File: src/rtl/memarbiter_if.sv
// Requester (fetch/data) and memory-port signal bundle for memarbiter.
// slave = arbiter side, master = requesters plus memory device.
interface memarbiter_if #(
    parameter int AW = 32,
    parameter int DW = 32
);
    logic            ifreq;
    logic [AW-1:0]   ifaddr;
    logic            ifflush;
    logic [DW-1:0]   ifrdata;
    logic            ifvalid;
    logic            dreq;
    logic            dwe;
    logic [AW-1:0]   daddr;
    logic [DW-1:0]   dwdata;
    logic [DW/8-1:0] dwmask;
    logic [DW-1:0]   drdata;
    logic            dvalid;
    logic            mreq;
    logic            mwe;
    logic [AW-1:0]   maddr;
    logic [DW-1:0]   mwdata;
    logic [DW/8-1:0] mwmask;
    logic            mready;
    logic [DW-1:0]   mrdata;
    logic            stallfetch;
    logic            stallmem;

    modport slave (
        input  ifreq, ifaddr, ifflush, dreq, dwe, daddr, dwdata, dwmask, mready, mrdata,
        output ifrdata, ifvalid, drdata, dvalid, mreq, mwe, maddr, mwdata, mwmask,
               stallfetch, stallmem
    );

    modport master (
        output ifreq, ifaddr, ifflush, dreq, dwe, daddr, dwdata, dwmask, mready, mrdata,
        input  ifrdata, ifvalid, drdata, dvalid, mreq, mwe, maddr, mwdata, mwmask,
               stallfetch, stallmem
    );
endinterface

File: src/rtl/memarbiter.sv
// Single-port memory arbiter between instruction fetch and the memory stage.
// Optional MEMARB_FAIRNESS_EN: alternate grants when both requesters are pending.
module memarbiter #(
    parameter int AW = 32,
    parameter int DW = 32
) (
    input  logic         clk,
    input  logic         reset_n,
    memarbiter_if.slave  bus
);
    typedef enum logic [1:0] {IDLE = 2'd0, IBUSY = 2'd1, DBUSY = 2'd2} state_t;

    state_t state, state_nxt;
    logic   drop, drop_nxt;
    logic   decide, fetch_ok, fetch_first, grant_d, grant_i;
    logic   ifvalid_c, dvalid_c;

    assign fetch_ok = bus.ifreq & ~bus.ifflush;
    // A grant can be issued whenever the port is free or becomes free this cycle.
    assign decide   = (state == IDLE) | bus.mready;

`ifdef MEMARB_FAIRNESS_EN
    logic lastdata;

    assign fetch_first = lastdata & fetch_ok;

    always_ff @(posedge clk or negedge reset_n) begin
        if (!reset_n)
            lastdata <= 1'b0;
        else if (grant_d)
            lastdata <= 1'b1;
        else if (grant_i)
            lastdata <= 1'b0;
    end
`else
    assign fetch_first = 1'b0;
`endif

    assign grant_d = decide & bus.dreq & ~fetch_first;
    assign grant_i = decide & fetch_ok & ~grant_d;

    always_comb begin
        state_nxt = state;
        drop_nxt  = drop;
        if (decide) begin
            if (grant_d)
                state_nxt = DBUSY;
            else if (grant_i)
                state_nxt = IBUSY;
            else
                state_nxt = IDLE;
        end
        // A redirect during an outstanding fetch turns its completion into a silent one.
        if (state == IBUSY) begin
            if (bus.mready)
                drop_nxt = 1'b0;
            else if (bus.ifflush)
                drop_nxt = 1'b1;
        end
    end

    always_ff @(posedge clk or negedge reset_n) begin
        if (!reset_n) begin
            state      <= IDLE;
            drop       <= 1'b0;
            bus.mreq   <= 1'b0;
            bus.mwe    <= 1'b0;
            bus.maddr  <= {AW{1'b0}};
            bus.mwdata <= {DW{1'b0}};
            bus.mwmask <= {(DW/8){1'b0}};
        end else begin
            state <= state_nxt;
            drop  <= drop_nxt;
            if (grant_d) begin
                bus.mreq   <= 1'b1;
                bus.mwe    <= bus.dwe;
                bus.maddr  <= bus.daddr;
                bus.mwdata <= bus.dwdata;
                bus.mwmask <= bus.dwmask;
            end else if (grant_i) begin
                bus.mreq   <= 1'b1;
                bus.mwe    <= 1'b0;
                bus.maddr  <= bus.ifaddr;
                bus.mwdata <= {DW{1'b0}};
                bus.mwmask <= {(DW/8){1'b0}};
            end else if (decide) begin
                bus.mreq   <= 1'b0;
            end
        end
    end

    assign ifvalid_c      = (state == IBUSY) & bus.mready & ~drop & ~bus.ifflush;
    assign dvalid_c       = (state == DBUSY) & bus.mready;
    assign bus.ifvalid    = ifvalid_c;
    assign bus.dvalid     = dvalid_c;
    assign bus.ifrdata    = bus.mrdata;
    assign bus.drdata     = bus.mrdata;
    assign bus.stallfetch = bus.ifreq & ~ifvalid_c & ~bus.ifflush;
    assign bus.stallmem   = bus.dreq & ~dvalid_c;
endmodule
File: src/flat_wrapper.sv
// flat-port wrapper written by rule: the top's interface ports become plain ports
module memarbiter_flat 
#(
    parameter int AW = 32,
    parameter int DW = 32
)
  (clk, reset_n, bus_ifreq, bus_ifaddr, bus_ifflush, bus_dreq, bus_dwe, bus_daddr, bus_dwdata, bus_dwmask, bus_mready, bus_mrdata, bus_ifrdata, bus_ifvalid, bus_drdata, bus_dvalid, bus_mreq, bus_mwe, bus_maddr, bus_mwdata, bus_mwmask, bus_stallfetch, bus_stallmem);
  memarbiter_if #(.AW(AW), .DW(DW)) bus_i ();
  input  logic clk;
  input  logic reset_n;
  input wire logic [$bits(bus_i.ifreq)-1:0] bus_ifreq;
  input wire logic [$bits(bus_i.ifaddr)-1:0] bus_ifaddr;
  input wire logic [$bits(bus_i.ifflush)-1:0] bus_ifflush;
  input wire logic [$bits(bus_i.dreq)-1:0] bus_dreq;
  input wire logic [$bits(bus_i.dwe)-1:0] bus_dwe;
  input wire logic [$bits(bus_i.daddr)-1:0] bus_daddr;
  input wire logic [$bits(bus_i.dwdata)-1:0] bus_dwdata;
  input wire logic [$bits(bus_i.dwmask)-1:0] bus_dwmask;
  input wire logic [$bits(bus_i.mready)-1:0] bus_mready;
  input wire logic [$bits(bus_i.mrdata)-1:0] bus_mrdata;
  output wire logic [$bits(bus_i.ifrdata)-1:0] bus_ifrdata;
  output wire logic [$bits(bus_i.ifvalid)-1:0] bus_ifvalid;
  output wire logic [$bits(bus_i.drdata)-1:0] bus_drdata;
  output wire logic [$bits(bus_i.dvalid)-1:0] bus_dvalid;
  output wire logic [$bits(bus_i.mreq)-1:0] bus_mreq;
  output wire logic [$bits(bus_i.mwe)-1:0] bus_mwe;
  output wire logic [$bits(bus_i.maddr)-1:0] bus_maddr;
  output wire logic [$bits(bus_i.mwdata)-1:0] bus_mwdata;
  output wire logic [$bits(bus_i.mwmask)-1:0] bus_mwmask;
  output wire logic [$bits(bus_i.stallfetch)-1:0] bus_stallfetch;
  output wire logic [$bits(bus_i.stallmem)-1:0] bus_stallmem;
  assign bus_i.ifreq = bus_ifreq;
  assign bus_i.ifaddr = bus_ifaddr;
  assign bus_i.ifflush = bus_ifflush;
  assign bus_i.dreq = bus_dreq;
  assign bus_i.dwe = bus_dwe;
  assign bus_i.daddr = bus_daddr;
  assign bus_i.dwdata = bus_dwdata;
  assign bus_i.dwmask = bus_dwmask;
  assign bus_i.mready = bus_mready;
  assign bus_i.mrdata = bus_mrdata;
  assign bus_ifrdata = bus_i.ifrdata;
  assign bus_ifvalid = bus_i.ifvalid;
  assign bus_drdata = bus_i.drdata;
  assign bus_dvalid = bus_i.dvalid;
  assign bus_mreq = bus_i.mreq;
  assign bus_mwe = bus_i.mwe;
  assign bus_maddr = bus_i.maddr;
  assign bus_mwdata = bus_i.mwdata;
  assign bus_mwmask = bus_i.mwmask;
  assign bus_stallfetch = bus_i.stallfetch;
  assign bus_stallmem = bus_i.stallmem;
  memarbiter #(.AW(AW), .DW(DW)) u_core (.clk(clk), .reset_n(reset_n), .bus(bus_i));
endmodule
File: config.mk
export PLATFORM = sky130hd
export DESIGN_NAME = memarbiter_flat
export DESIGN_NICKNAME = d
export VERILOG_FILES = /design/src/rtl/memarbiter_if.sv /design/src/rtl/memarbiter.sv /design/src/flat_wrapper.sv
export SDC_FILE = /design/constraint.sdc
export NUM_CORES = 1
export LEC_CHECK = 0
export BUFFER_PORTS_ARGS = -buffer_cell sky130_fd_sc_hd__buf_2
export CAP_MARGIN = 20
export CORE_AREA = 4 4 106 108
export CTS_CLUSTER_DIAMETER = 100
export DETAILED_ROUTE_END_ITERATION = 16
export DIE_AREA = 0 0 110 112
export GPL_ROUTABILITY_DRIVEN = 0
export HOLD_SLACK_MARGIN = 0.08
export PLACE_DENSITY = 0.72
export SLEW_MARGIN = 20
export SYNTH_ARGS = -nofsm -noshare
export SYNTH_HDL_FRONTEND = slang
export SYNTH_SLANG_ARGS = --single-unit
File: constraint.sdc
create_clock -name clk -period 4.74 [get_ports clk]
set_clock_uncertainty 0.1 [all_clocks]
set_input_delay 0.711 -clock clk [delete_from_list [all_inputs] [get_ports clk]]
set_output_delay 0.711 -clock clk [all_outputs]
set_load 0.05 [all_outputs]
# Word level (Yosys, flattened, before mapping)
# Cells that the tools add are included.
# Widths: inputs -> output; s select.
# classes
eq_ne	2
reduce_logical	5
bitwise	17
n_mux	15
# ops
operator	count
$mux 32	4
$and 1x1->1	11
$mux 1	8
$mux 4	2
$not 1->1	5
$reduce_bool 2->1	2
$reduce_bool 3->1	1
$eq 2x1->1 const B	1
$eq 2x2->1 const B	1
$logic_not 2->1	1
$mux 2	1
$reduce_and 2->1	1
$or 1x1->1	1
# word_totals
wordCells	46
output_inout_bits	138
ff_bits	73
in_bits	139

# Logic depth before layout (Yosys ltp)
# Gate-level depths: netlist of run 1.
# depth
ltp_word	7
depth_mapped	6

# Least setup slack after synthesis of run 1
# No wires, ideal clock.
# synth_timing
path_type	input port to output port
start	input port bus_mready
end	output port bus_stallmem
slack_ps	2061
stages	3
n_path_buf	0
arrival_ps	1868
required_time_ps	3929
path_cell_list	nand2_1 > nor2_1 > nor2b_1
# synth_via
elab_chain_len	3
# synth_rtl
item	line	rtl
start: declaration	flat_wrapper.sv:19	input wire logic [$bits(bus_i.mready)-1:0] bus_mready;
$and 1x1->1	memarbiter.sv:93	assign dvalid_c = (state == DBUSY) & bus.mready;
net bus_dvalid	flat_wrapper.sv:24	output wire logic [$bits(bus_i.dvalid)-1:0] bus_dvalid;
$not 1->1	memarbiter.sv:99	assign bus.stallmem = bus.dreq & ~dvalid_c;
$and 1x1->1	memarbiter.sv:99	
end: declaration	flat_wrapper.sv:31	output wire logic [$bits(bus_i.stallmem)-1:0] bus_stallmem;
# The timed path passes the listed nets, and every way through them passes these cells.

# Final worst setup path of run 1
# layout_timing
start	input port bus_ifreq
end	register u_core.bus.maddr[27]
# layout_via
elab_chain_len	4
# layout_rtl
item	line	rtl
start: declaration	flat_wrapper.sv:11	input wire logic [$bits(bus_i.ifreq)-1:0] bus_ifreq;
$and 1x1->1	memarbiter.sv:18	assign fetch_ok = bus.ifreq & ~bus.ifflush;
$and 1x1->1 (2 in series)	memarbiter.sv:40	assign grant_i = decide & fetch_ok & ~grant_d;
$reduce_bool 2->1 (no source line)	-	
end signal: assignment	memarbiter.sv:68	bus.maddr <= {AW{1'b0}};
end signal: assignment	memarbiter.sv:77	bus.maddr <= bus.daddr;
end signal: assignment	memarbiter.sv:83	bus.maddr <= bus.ifaddr;
end: declaration	memarbiter_if.sv:31	output ifrdata, ifvalid, drdata, dvalid, mreq, mwe, maddr, mwdata, mwmask,
# Every way passes these cells.
# A chain may end at the register's enable or synchronous reset.

==> results_tabular.tex, run 1 <==
\begin{tabular}{lr}
\hline
Metric & Value \\
\hline
\multicolumn{2}{l}{\textbf{Yosys}} \\
Syn Nets & between 400 and 500 \\
Average size of a mapped cell & 10.4 µm² \\
Post-synthesis instance area & $\sim$3600 µm² \\
Leading cell types by total area after synthesis & sky130\_fd\_sc\_hd\_\_dfrtp\_1, sky130\_fd\_sc\_hd\_\_buf\_4, sky130\_fd\_sc\_hd\_\_inv\_1, sky130\_fd\_sc\_hd\_\_a22o\_1, sky130\_fd\_sc\_hd\_\_a222oi\_1 \\
Number of standard cells after synthesis & between 300 and 400 \\
Yosys top cell area share & $\sim$51\% \\
Yosys reg bits & 73 \\
Seq/Total Area, Yosys & between 50 and 60\% \\
Post-synth cell types & 23 \\
Share of synthesized flip-flops with an asynchronous set or reset & 100\% \\
Yosys warning count & 0 \\
Most numerous cell types in the synthesized netlist & sky130\_fd\_sc\_hd\_\_inv\_1, sky130\_fd\_sc\_hd\_\_dfrtp\_1, sky130\_fd\_sc\_hd\_\_buf\_4 \\
Most numerous cell in the Yosys netlist & sky130\_fd\_sc\_hd\_\_inv\_1 \\
Post-synth EDFFs & 0 \\
Area leader, netlist & sky130\_fd\_sc\_hd\_\_dfrtp\_1 \\
Dominant synthesized flop cell & sky130\_fd\_sc\_hd\_\_dfrtp\_1 \\
\multicolumn{2}{l}{\textbf{STA}} \\
Setup repair after global routing missed its margin & no \\
Summed negative setup slack over all endpoints & 0 ns \\
Max-slew violation count & 0 \\
Fmax & $\sim$0.43 GHz \\
Worst Slack Setup Final & roughly 2.4 ns \\
Hold Fails Final Rpt & 0 \\
Fin crit share & between 40 and 50\% \\
Relative slew margins & about two fifths \\
Crit path time final & 2.30 ns \\
Final hold slack & between 0.3 and 0.4 ns \\
Final setup violating endpoints & 0 \\
Pin slew with the least headroom to its limit & between 0.9 and 1 ns \\
\multicolumn{2}{l}{\textbf{Global route}} \\
Number of global-route vias before repair & a little under 3000 \\
First-pass GRT wire length & 14.3 mm \\
Antenna violations before repair & 0 \\
Pin count of the biggest net entering global routing & 74 \\
Total global-route track usage & between 10 and 15\% \\
Grt total ovfl & 0 \\
\multicolumn{2}{l}{\textbf{Layout}} \\
Share of cells above drive strength 1 & a little over two fifths \\
Nets@finish & $\sim$600 \\
Final std cells w/o fill & between 500 and 600 \\
P\&R area growth vs syn & 18.0\% \\
Count of antenna diodes in the layout & 0 \\
\multicolumn{2}{l}{\textbf{Placed design}} \\
Dpl hpwl & $\sim$6.6 mm \\
Number of port buffers & between 150 and 200 \\
Pre-CTS worst setup slack & between 2 and 2.5 ns \\
Count of placed standard cells including taps & 580 \\
\multicolumn{2}{l}{\textbf{CTS}} \\
Buffer type at the clock tree root & sky130\_fd\_sc\_hd\_\_clkbuf\_8 \\
Clock sink count & between 70 and 80 \\
CTS Hold Buffers Added & 0 \\
Clock tree from TritonCTS & done \\
Worst-Skew Late Latency & $\sim$0.33 ns \\
Resize count post-CTS & 0 \\
Worst-case clock buffer depth & 2 \\
Clock slew at reported path FFs & 0.07 ns \\
CTS Buf Count & 9 \\
Post-CTS repair timing setup buffer count & 0 \\
Htree depth & 3 \\
\multicolumn{2}{l}{\textbf{Pwr}} \\
Worst IR drop on VDD & around 170 µV \\
Power density over cell area & roughly 440 nW/µm² \\
Leakage power total & approximately 2.5 nW \\
\multicolumn{2}{l}{\textbf{Die}} \\
Die Span Y & approximately 110 µm \\
Overall die area & between 10000 and 15000 µm² \\
Core box area & approximately 10000 µm² \\
Initial Utilization & between 30\% and 40\% \\
Chip width & about 110 µm \\
Top-level I/O count & 277 \\
Std cell rows & 37 \\
\multicolumn{2}{l}{\textbf{Routing}} \\
Final antenna-violating net count & 0 \\
Post-Route WL & 9.26 mm \\
Vias & 2881 \\
Iter 0 DRT Violations & between 200 and 300 \\
Detailed-route vias per instance & approximately 4.8 \\
Routed wirelength normalized by instance count & roughly 16 µm \\
DRC violation count after routing & 0 \\
First-pass DRT Iterations & 9 \\
\multicolumn{2}{l}{\textbf{Worst setup path}} \\
Required arrival time at the worst endpoint & 4.81 ns \\
Max FO, Critical Path & 35 \\
Worst Path Class, Setup & input port to register \\
Launch point of the worst path & bus\_ifreq \\
Worst endpoint data arrival time & 2.37 ns \\
Startpoint type of the worst setup path & input port \\
CP Capture Type & register \\
Launching point of the worst reg2reg path & u\_core.state[1] \\
\multicolumn{2}{l}{\textbf{Worst hold path}} \\
Hold path startpoint & u\_core.bus.mwdata[31] \\
HP Class & register to register \\
\multicolumn{2}{l}{\textbf{Status}} \\
Result of the run & finished, final reports clean \\
\multicolumn{2}{l}{\textbf{Flow run}} \\
Total of max-cap violations & 0 \\
\hline
\end{tabular}
[layout by cell type (no fill, tap or decap), types with 4 or more instances in the layout]
cell,instances
sky130_fd_sc_hd__dfrtp_1,73
sky130_fd_sc_hd__clkbuf_8,9
sky130_fd_sc_hd__nor2b_1,5
sky130_fd_sc_hd__nand3_1,4
sky130_fd_sc_hd__a222oi_1,30
sky130_fd_sc_hd__inv_1,91
sky130_fd_sc_hd__buf_2,179
sky130_fd_sc_hd__clkinv_2,4
sky130_fd_sc_hd__a22o_1,37
[power breakdown]
part / switching, mW / internal [mW]
sequential: 0.0555 / 0.718
clock: 0.230 / 0.188
combinational: 0.491 / 0.178
[worst paths after layout]
path / end / slack [ns] / depth (start not counted)
worst max register to register: u_core.bus.maddr[27] / 2.61 / 4
max in group asynchronous: u_core.bus.mwdata[13] / 3.53 / 1
min in group asynchronous: u_core.bus.mwdata[23] / 0.42 / 1
worst min register to register: u_core.bus.mwdata[31] / 0.40 / 1
worst max-delay path: u_core.bus.maddr[27] / 2.44 / 5
worst min-delay path: u_core.bus.mwdata[31] / 0.40 / 1
[metal layers]
| layer | vias to the layer above | GRT usage [%] | part of all wire (%) |
|---|---|---|---|
| met1 | 1377 | 17.2 | 39 |
| li1 | 1310 | - | - |
| met4 | 0 | 7.48 | 3.6 |
| met2 | 148 | 22.9 | 47 |
| met3 | 46 | 4.81 | 10 |
| met5 | - | 0 | 0 |
[metrics by stage]
step	utilization, %	instance area, µm²	power [mW]
floorplan	-	3600	1.41
global route	41.5	4250	1.96
detailed placement	40.0	4100	1.46
CTS	41.5	4250	1.89
finish	41.5	4250	1.86
global placement	40.0	4100	1.45
[critical path, stage by stage]
cell                       delay, ns
sky130_fd_sc_hd__buf_2          0.11
sky130_fd_sc_hd__nor2b_1        0.17
sky130_fd_sc_hd__o21ai_4        0.71
sky130_fd_sc_hd__buf_4          0.48
sky130_fd_sc_hd__a222oi_1       0.15
[flip-flops by register name, indices dropped and copies added, names as in the netlist]
| name | cells |
|---|---|
| u_core.bus.maddr | 32 |
| u_core.bus.mreq | 1 |
| u_core.bus.mwdata | 32 |
| u_core.bus.mwe | 1 |
| u_core.bus.mwmask | 4 |
| u_core.drop | 1 |
| u_core.state | 2 |
[kinds of logic (layout without fill, tap and decap cells)]
| group | Yosys count | after routing | synth area share, % |
|---|---|---|---|
| buffers and inverters | 174 | 289 | 26.5 |
| flip-flops | 73 | 73 | 50.7 |
| AO/OA/AOI/OAI | 76 | 76 | 19.4 |
| AND/OR/NAND/NOR | 22 | 22 | 3.44 |
[layout make-up]
cell class                 instances  area (µm²)
clock inverter                     4        20.0
fill                            1024        5980
inverter                          91         342
timing repair buffer             182         918
tap                              136         170
multi-input combinational         98         838
sequential                        73        1830
clock buffer                      12         135
Note: power is estimated with default switching activity, not from simulation.
==> run 2: changes to the inputs <==
Clock period 4.74 ns to 2.3 ns, I/O delays scaled along.
==> results_tabular.tex, run 2 (synthesis results as in run 1) <==
\begin{tabular}{lr}
\hline
Metric & Value \\
\hline
\multicolumn{2}{l}{\textbf{Worst setup path}} \\
Slowest cell on crit path & sky130\_fd\_sc\_hd\_\_and2\_4 \\
Worst endpoint data arrival time & 1.98 ns (-0.39 ns) \\
Required arrival time at the worst endpoint & 2.37 ns (-2.44 ns) \\
Largest stage delay, worst path & 0.66 ns (-0.05 ns) \\
Cell chain of the critical path & o21bai\_4, and2\_4, a222oi\_1 \\
CP Capture Type & register \\
Worst Path Class, Setup & register to register \\
Startpoint type of the worst setup path & register \\
Max FO, Critical Path & 68 (+94\%) \\
\multicolumn{2}{l}{\textbf{Layout}} \\
Filler Cells Inserted & 1003 (-2.1\%) \\
Largest registers & u\_core.bus.maddr x32, u\_core.bus.mwdata x32, u\_core.bus.mwmask x4 \\
Most frequent cells in the layout & sky130\_fd\_sc\_hd\_\_buf\_2, sky130\_fd\_sc\_hd\_\_inv\_1, sky130\_fd\_sc\_hd\_\_dfrtp\_1 \\
P\&R area growth vs syn & 19.8\% \\
Count of antenna diodes in the layout & 0 (unchanged) \\
Commonest non-fill, non-tap cell in the layout & sky130\_fd\_sc\_hd\_\_buf\_2 \\
Share of cells above drive strength 1 & 43.9\% (+0.46 points) \\
Nets@finish & 597 (+0.51\%) \\
\multicolumn{2}{l}{\textbf{CTS}} \\
Htree depth & 3 (unchanged) \\
Clock tree from TritonCTS & done \\
Worst-Skew Late Latency & 0.32 ns (about the same) \\
Buffer type at the clock tree root & sky130\_fd\_sc\_hd\_\_clkbuf\_8 \\
Post-CTS repair timing setup buffer count & 0 (unchanged) \\
Resize count post-CTS & 0 (unchanged) \\
Worst-case clock buffer depth & 2 (unchanged) \\
Clock slew at reported path FFs & 0.08 ns (about the same) \\
CTS Buf Count & 9 (unchanged) \\
Clock sink count & 73 (unchanged) \\
CTS Hold Buffers Added & 1 (+1) \\
\multicolumn{2}{l}{\textbf{Pwr}} \\
Worst IR drop on VDD & 372 µV (+110\%) \\
Power density over cell area & 911 nW/µm² (+110\%) \\
Leakage power total & 2.52 nW (+1.2\%) \\
\multicolumn{2}{l}{\textbf{Routing}} \\
DRC violation count after routing & 0 (unchanged) \\
Post-Route WL & 9.19 mm (-0.71\%) \\
Iter 0 DRT Violations & 221 (-18\%) \\
Routed wirelength normalized by instance count & 15.4 µm (-1.0\%) \\
First-pass DRT Iterations & 5 (-4) \\
Detailed-route vias per instance & 4.75 (-1.8\%) \\
Vias & 2839 (-1.5\%) \\
Final antenna-violating net count & 0 (unchanged) \\
\multicolumn{2}{l}{\textbf{Die}} \\
Die Span Y & 112 µm (unchanged) \\
Overall die area & 12300 µm² (unchanged) \\
Top-level I/O count & 277 (unchanged) \\
Std cell rows & 37 (unchanged) \\
Core box area & 10200 µm² (unchanged) \\
Initial Utilization & 35.2\% (unchanged) \\
Chip width & 110 µm (unchanged) \\
\multicolumn{2}{l}{\textbf{STA}} \\
Relative slew margins & 51.0\% (+13 points) \\
Fin crit share & between 80\% and 90\% \\
Final setup violating endpoints & 0 (unchanged) \\
Crit path time final & 1.91 ns \\
Setup repair after global routing missed its margin & no \\
Summed negative setup slack over all endpoints & 0 ns (unchanged) \\
Pin slew with the least headroom to its limit & 0.734 ns (-0.193 ns) \\
Worst Slack Setup Final & 0.390 ns (-2.05 ns) \\
Max-slew violation count & 0 (unchanged) \\
Fmax & about 0.52 GHz \\
Hold Fails Final Rpt & 0 (unchanged) \\
\multicolumn{2}{l}{\textbf{Global route}} \\
First-pass GRT wire length & 14.2 mm (-0.53\%) \\
Antenna violations before repair & 0 (unchanged) \\
Total global-route track usage & 14.5\% (+0.043 points) \\
Grt total ovfl & 0 (unchanged) \\
Number of global-route vias before repair & 2922 (-0.95\%) \\
Pin count of the biggest net entering global routing & 69 (-6.8\%) \\
\multicolumn{2}{l}{\textbf{Flow run}} \\
Total of max-cap violations & 0 (unchanged) \\
\multicolumn{2}{l}{\textbf{Worst hold path}} \\
HP Class & input port to register \\
\multicolumn{2}{l}{\textbf{Placed design}} \\
Dpl hpwl & 6.70 mm (+1.8\%) \\
Pre-CTS worst setup slack & 0.383 ns (-1.71 ns) \\
Number of port buffers & 180 (unchanged) \\
\multicolumn{2}{l}{\textbf{Status}} \\
Result of the run & finished, final reports clean \\
\hline
\end{tabular}
-- run 2: final timing paths --
kind	start	cells past startpoint	slack (ns)	endpoint
worst max register to register	u_core.state[1]	3	0.39	u_core.bus.maddr[21]
max in group asynchronous	reset_n	3	1.08	u_core.state[1]
worst min-delay path	bus_dwdata[26]	2	0.13	u_core.bus.mwdata[26]
worst max-delay path	u_core.state[1]	3	0.39	u_core.bus.maddr[21]
worst min register to register	u_core.bus.mwdata[19]	1	0.39	u_core.bus.mwdata[19]
min in group asynchronous	reset_n	2	0.43	u_core.bus.mwdata[24]
-- run 2: layout make-up --
class | count | area [µm²] | area share [%]
multi-input cells | 98 | 838 | 19.4
clock inverters | 5 | 57.6 | 1.33
flip-flops and latches | 73 | 1830 | 42.3
inverters | 91 | 342 | 7.91
clock buffers | 10 | 128 | 2.96
repair buffers | 185 | 956 | 22.1
well taps | 136 | 170 | 3.94
-- run 2: critical path: cells and delay by family, from the launching register on --
family           cells  cell delay (ns)
AO/OA/AOI/OAI        2             0.51
flip-flops           1             0.47
AND/OR/NAND/NOR      1             0.66
-- run 2: through the flow --
step	hold slack [ns]	power [mW]	utilization, %	std cells	instance area [µm²]
global route	0.0991	4.15	42.2	598	4320
finish	0.128	3.93	42.2	598	4320
global placement	0.255	2.99	40.3	582	4120
floorplan	-0.0506	2.92	-	345	3600
detailed placement	0.273	3.02	40.3	582	4120
CTS	0.100	4.01	42.2	598	4320
-- run 2: power breakdown --
| part | leakage (nW) | switching [mW] | internal, mW |
|---|---|---|---|
| Combinational | 1.56 | 1.01 | 0.373 |
| Sequential | 0.866 | 0.116 | 1.48 |
| Clock | 0.0961 | 0.459 | 0.496 |
-- run 2: metal layers --
layer	vias up	wire length (µm)	track usage (%)
li1	1313	-	-
met1	1351	3700	17.7
met2	135	4310	22.9
met3	40	873	4.87
met4	0	303	6.48
met5	-	0	0
